`config.mk`:
```
export PLATFORM = sky130hd
export DESIGN_NAME = mem_port_arbiter
export DESIGN_NICKNAME = d
export VERILOG_FILES = /design/src/rtl/mem_port_arbiter.sv
export SDC_FILE = /design/constraint.sdc
export NUM_CORES = 1
export LEC_CHECK = 0
export BUFFER_PORTS_ARGS = -buffer_cell sky130_fd_sc_hd__buf_2
export CAP_MARGIN = 20
export CORE_AREA = 3 3 84 86
export CTS_CLUSTER_DIAMETER = 50
export DETAILED_ROUTE_END_ITERATION = 6
export DIE_AREA = 0 0 87 89
export GPL_TIMING_DRIVEN = 0
export PLACE_DENSITY = 0.6
export SYNTH_ARGS = -nofsm -noshare
export SYNTH_HDL_FRONTEND = slang
export SYNTH_SLANG_ARGS = --single-unit
```
`constraint.sdc`:
```
create_clock -name clk -period 1.3 [get_ports clk]
set_input_delay 0.26 -clock clk [delete_from_list [all_inputs] [get_ports clk]]
set_output_delay 0.26 -clock clk [all_outputs]
set_load 0.02 [all_outputs]
```
`src/rtl/mem_port_arbiter.sv`:
```
// rtl/mem_port_arbiter.sv - single-port memory arbiter between instruction fetch and data access
//
// Purpose: grants one memory access per cycle to either the fetch port (IF) or the
// load/store port (D), drives the shared synchronous memory, and routes read data back
// to the requesting port MEM_LAT cycles later. Data has priority by default; a fetch
// that is denied STARVE_MAX consecutive cycles gets priority until it is granted.
//
// Ports:
//   clk, rst                 clock (rising edge), asynchronous active-low reset
//   if_req/if_addr           fetch request, held until if_gnt
//   if_gnt/if_rvalid/if_rdata fetch grant, read valid, read data
//   d_req/d_we/d_addr/d_wdata data request (d_we==0 is a load), held until d_gnt
//   d_gnt/d_rvalid/d_rdata   data grant, load valid, load data
//   mem_en/mem_we/mem_addr/mem_din/mem_dout  shared memory interface
//   stall                    some request is pending without a grant this cycle
module mem_port_arbiter #(
    parameter int ADDR_W     = 14,
    parameter int DATA_W     = 32,
    parameter int MEM_LAT    = 1,
    parameter int STARVE_MAX = 4
) (
    input  logic              clk,
    input  logic              rst,
    input  logic              if_req,
    input  logic [ADDR_W-1:0] if_addr,
    output logic              if_gnt,
    output logic              if_rvalid,
    output logic [DATA_W-1:0] if_rdata,
    input  logic              d_req,
    input  logic [3:0]        d_we,
    input  logic [ADDR_W-1:0] d_addr,
    input  logic [DATA_W-1:0] d_wdata,
    output logic              d_gnt,
    output logic              d_rvalid,
    output logic [DATA_W-1:0] d_rdata,
    output logic              mem_en,
    output logic [3:0]        mem_we,
    output logic [ADDR_W-1:0] mem_addr,
    output logic [DATA_W-1:0] mem_din,
    input  logic [DATA_W-1:0] mem_dout,
    output logic              stall
);

    localparam int CNT_W = $clog2(STARVE_MAX + 1);
    localparam logic [CNT_W-1:0] CNT_MAX = CNT_W'(STARVE_MAX);

    typedef enum logic {D_PRI, I_PRI} state_t;
    typedef enum logic [1:0] {TAG_NONE, TAG_IF, TAG_D} tag_t;

    state_t           state, state_nxt;
    logic [CNT_W-1:0] starve_cnt, starve_nxt;
    tag_t             tag_pipe [MEM_LAT];
    tag_t             tag_in;

    // Grants are gated by rst so every output is quiet while reset is held,
    // even though the requests themselves may still be asserted.
    always_comb begin
        if_gnt     = 1'b0;
        d_gnt      = 1'b0;
        state_nxt  = state;
        starve_nxt = starve_cnt;
        tag_in     = TAG_NONE;

        if (rst) begin
            if (state == I_PRI) begin
                if_gnt = if_req;
                d_gnt  = d_req & ~if_req;
            end else begin
                d_gnt  = d_req;
                if_gnt = if_req & ~d_req;
            end
        end

        if (if_gnt) begin
            starve_nxt = '0;
        end else if (if_req && starve_cnt != CNT_MAX) begin
            starve_nxt = starve_cnt + CNT_W'(1);
        end

        // Switching on the updated count lets the fetch win on the very cycle
        // after its STARVE_MAX-th denial.
        case (state)
            D_PRI: if (starve_nxt == CNT_MAX) state_nxt = I_PRI;
            I_PRI: if (if_gnt) state_nxt = D_PRI;
            default: state_nxt = D_PRI;
        endcase

        if (if_gnt) begin
            tag_in = TAG_IF;
        end else if (d_gnt && d_we == 4'b0000) begin
            tag_in = TAG_D;
        end
    end

    always_ff @(posedge clk or negedge rst) begin
        if (!rst) begin
            state      <= D_PRI;
            starve_cnt <= '0;
            for (int i = 0; i < MEM_LAT; i++) begin
                tag_pipe[i] <= TAG_NONE;
            end
        end else begin
            state      <= state_nxt;
            starve_cnt <= starve_nxt;
            tag_pipe[0] <= tag_in;
            for (int i = 1; i < MEM_LAT; i++) begin
                tag_pipe[i] <= tag_pipe[i-1];
            end
        end
    end

    assign mem_en   = if_gnt | d_gnt;
    assign mem_we   = d_gnt ? d_we : 4'b0000;
    assign mem_addr = d_gnt ? d_addr : (if_gnt ? if_addr : '0);
    assign mem_din  = d_gnt ? d_wdata : '0;

    assign stall = rst & ((if_req & ~if_gnt) | (d_req & ~d_gnt));

    // The tag leaving the last stage marks which port owns the current mem_dout.
    assign if_rvalid = (tag_pipe[MEM_LAT-1] == TAG_IF);
    assign d_rvalid  = (tag_pipe[MEM_LAT-1] == TAG_D);
    assign if_rdata  = rst ? mem_dout : '0;
    assign d_rdata   = rst ? mem_dout : '0;

endmodule

```
==> results.tsv <==
stage	metric	value	unit
outcome	status	finished with violations	
outcome	violations	setup timing	
worst_setup_path	cp-endpoint	mem_addr[11]	
clock_tree	cts_tree	done	
placed_design	portBuffers	219	
route	wl_per_cell	13.4	um
route	first_pass_iters	4	
route	antenna_left	0	
global_routing	grt_pass1_vias	1771	
yosys	seq_area_frac_synth	0.126	
worst_setup_path	crit_buf_inv	3	
pwr	peakVddDrop	0.454	mV
floorplanning	ios	220	
yosys	ys_types	25	
cells_and_area	most-common-layout-cells	buf_2, buf_4, buf_6, and2_1, and2_2	
worst_setup_path	crit_path_max_incr_delay	0.39	ns
sta	period_share	1.25	
yosys	syn_nets	259	
worst_setup_path	critPathSlowestCell	dfrtp_1	
floorplanning	die_y	89	um
worst_setup_path	worstSetupStartpoint	state	
yosys	synth_seq_cells	6	
worst_setup_path	cp_cell_sequence	a21oi_4 -> buf_12 -> clkbuf_8 -> a22o_1 -> buf_6	
floorplanning	rows	29	
yosys	postSynthAreaPerCell	7.60	um2
pwr	leakagePower	0.00179	uW
clock_tree	clk-insertion-delay-late	0.22	ns
yosys	synth_area	1190	um2
floorplanning	start_util	0.188	
route	via_per_inst	4.07	
cells_and_area	finalNonFillerCells	467	
sta	rsz0062_at_grt	true	
pwr	p_int	1300	uW
clock_tree	clock_sinks	6	
pwr	seq_power_share	0.143	
clock_tree	cts_inserted_buffers	3	
global_routing	grt.overflow.total	0	
cells_and_area	final_common_cell	buf_2	
worst_setup_path	reg2reg_slack	0.05	ns
cells_and_area	diodes	0	
sta	fmax	617	MHz
route	vias	1901	
placed_design	place.gp.congestion	0.797	
sta	worst_pin_slew	0.314	ns
worst_setup_path	path_class	reg -> out	
sta	max-slew-margin-rel	0.790	
sta	fin_ws	-0.320	ns
placed_design	dp_hpwl	5140	um
clock_tree	clockBufferDepth	2	
worst_setup_path	endpoint_kind	primary output	
floorplanning	die_area	7740	um2
worst_setup_path	start_kind	flip-flop	
route	drt_iter0_markers	21	
floorplanning	die_w	87	um
global_routing	grt_max_degree	11	
sta	final_hold_viol_count	0	
global_routing	antenna_found_initial	1	
worst_setup_path	critical_path.top_delay_family	buffers and inverters	
pwr	power.total	2220	uW
pwr	switchingPower	922	uW
sta	skew	0.00312	ns
pwr	clkPwrFrac	0.130	
placed_design	dp_cells	453	
global_routing	grt_util_all_layers	0.140	
flow_run	cap_violations	0	
route	wirelength	6260	um
cells_and_area	nets	494	
cells_and_area	synthToLayoutAreaGrowth	149	%
pwr	p_sw_frac	0.416	
pwr	power.density	744	nW/um2
yosys	synth_cells	157	
worst_setup_path	rr_worst_depth	5	
worst_setup_path	cp_max_fo	10	
worst_setup_path	arrival	1.36	ns
clock_tree	clkTransAtPathRegs	0.04	ns
worst_setup_path	timing.rr.end	state	
cells_and_area	final_util	0.469	
worst_setup_path	cp_data_required_time	1.04	ns
floorplanning	fp.coreArea	6350	um2
sta	slew_viol_final	0	
global_routing	grt_pass1_wl	8570	um
worst_setup_path	regToRegStartpoint	starve_cnt[1]	
route	drc	0	
pwr	combPwrFrac	0.727	
clock_tree	cts-root-buf	clkbuf_8	
yosys	yosysWarnings	0	
worst_hold_path	hold_class	in -> reg	
sta	setup_violations	52	
sta	period_minus_slack	1.62	ns
clock_tree	htreeDepth	1	
worst_setup_path	crit_cells	5	
cells_and_area	layout-drive-gt1-share	0.810	
-- worst min path at each step --
stage | start | end | cells after the start | slack, ns
after floorplan | rst | starve_cnt[0] | 0 | -0.04
after global placement | rst | tag_pipe[1] | 1 | 0.15
after detailed placement | rst | tag_pipe[0] | 1 | 0.16
after CTS | d_we[0] | tag_pipe[1] | 3 | 0.35
after global routing | d_we[3] | tag_pipe[1] | 3 | 0.38
final | d_we[0] | tag_pipe[1] | 3 | 0.35
-- power by group through the flow --
stage | combinational [uW] | sequential, uW | clock, uW
floorplan | 816 | 299 | 0
CTS | 1510 | 310 | 298
finish | 1610 | 317 | 289
detailed placement | 1250 | 312 | 0
global placement | 1230 | 306 | 0
global route | 1740 | 326 | 309
-- sequential cells by signal (all words and copies together) (netlist names) --
name and flops:
state 1, tag_pipe 2, starve_cnt 3
-- per-stage QoR --
step	setup TNS, ns	instance area [um2]	worst slack (ns)	hold slack (ns)
after floorplan	-0.619	1240	-0.0753	-0.0356
after global placement	-39.28	2430	-0.610	0.149
after detailed placement	-41.37	2430	-0.612	0.158
after CTS	-16.24	2890	-0.342	0.348
after global routing	-17.95	2980	-0.386	0.383
final	-14.95	2980	-0.320	0.353
-- layer usage --
metal | GRT usage | vias to the layer above | routed length (um)
met4 | 0.0283 | 2 | 27
met2 | 0.284 | 126 | 3480
met1 | 0.147 | 819 | 2060
li1 | - | 948 | -
met5 | 0 | - | 13
met3 | 0.0295 | 6 | 675
-- worst min-delay path, stage by stage --
cell	delay, ns
buf_2	0.08
nor4_1	0.04
and2_1	0.15
-- synth_stat cells (all sizes together) --
| cell type | n | area, um2 |
|---|---|---|
| ha | 2 | 25.0 |
| and2 | 69 | 432 |
| a22o | 14 | 123 |
| nor3 | 1 | 5.00 |
| nor4 | 1 | 6.26 |
| xnor2 | 1 | 8.76 |
| mux2i | 2 | 20.0 |
| o21a | 1 | 7.51 |
| clkbuf | 6 | 26.3 |
| nand2 | 3 | 11.3 |
| nor2b | 3 | 18.8 |
| inv | 3 | 11.3 |
| dfrtp | 6 | 150 |
| o41ai | 1 | 16.3 |
| a21oi | 3 | 30.0 |
| and4b | 1 | 10.0 |
| a21boi | 1 | 11.3 |
| and3 | 1 | 6.26 |
| nor2 | 3 | 11.3 |
| buf | 35 | 264 |
-- final cells by class --
class	instances	area, um2
plain buffers	41	357
clock buffers	3	41.3
fillers	626	3370
inverters	3	11.3
multi-input cells	107	818
flip-flops and latches	6	150
well taps	77	96.3
repair buffers	230	1500
-- cells by family (layout without fill, tap and decap cells) --
logic type / after synthesis / count (layout) / share of synthesized area
xor gates and xnor gates: 1 / 1 / 0.00734
muxes: 2 / 2 / 0.0168
and+or+nand+nor: 82 / 82 / 0.419
adders and majority gates: 2 / 2 / 0.0210
DFF: 6 / 6 / 0.126
buffers and inverters: 44 / 277 / 0.253
AOI/OAI and AO/OA: 20 / 20 / 0.157
-- what timing repair did --
action | 4_1_cts | 5_1_grt
setup buffers | 8 | 3
pin swaps | 8 | 6
cloned | 0 | 0
endpoints found under the hold margin | 6 | 0
endpoints found under the setup margin | 113 | 56
hold buffers | 1 | 0
resized for setup | 104 | 21
Power figures use the tool's default switching activity.
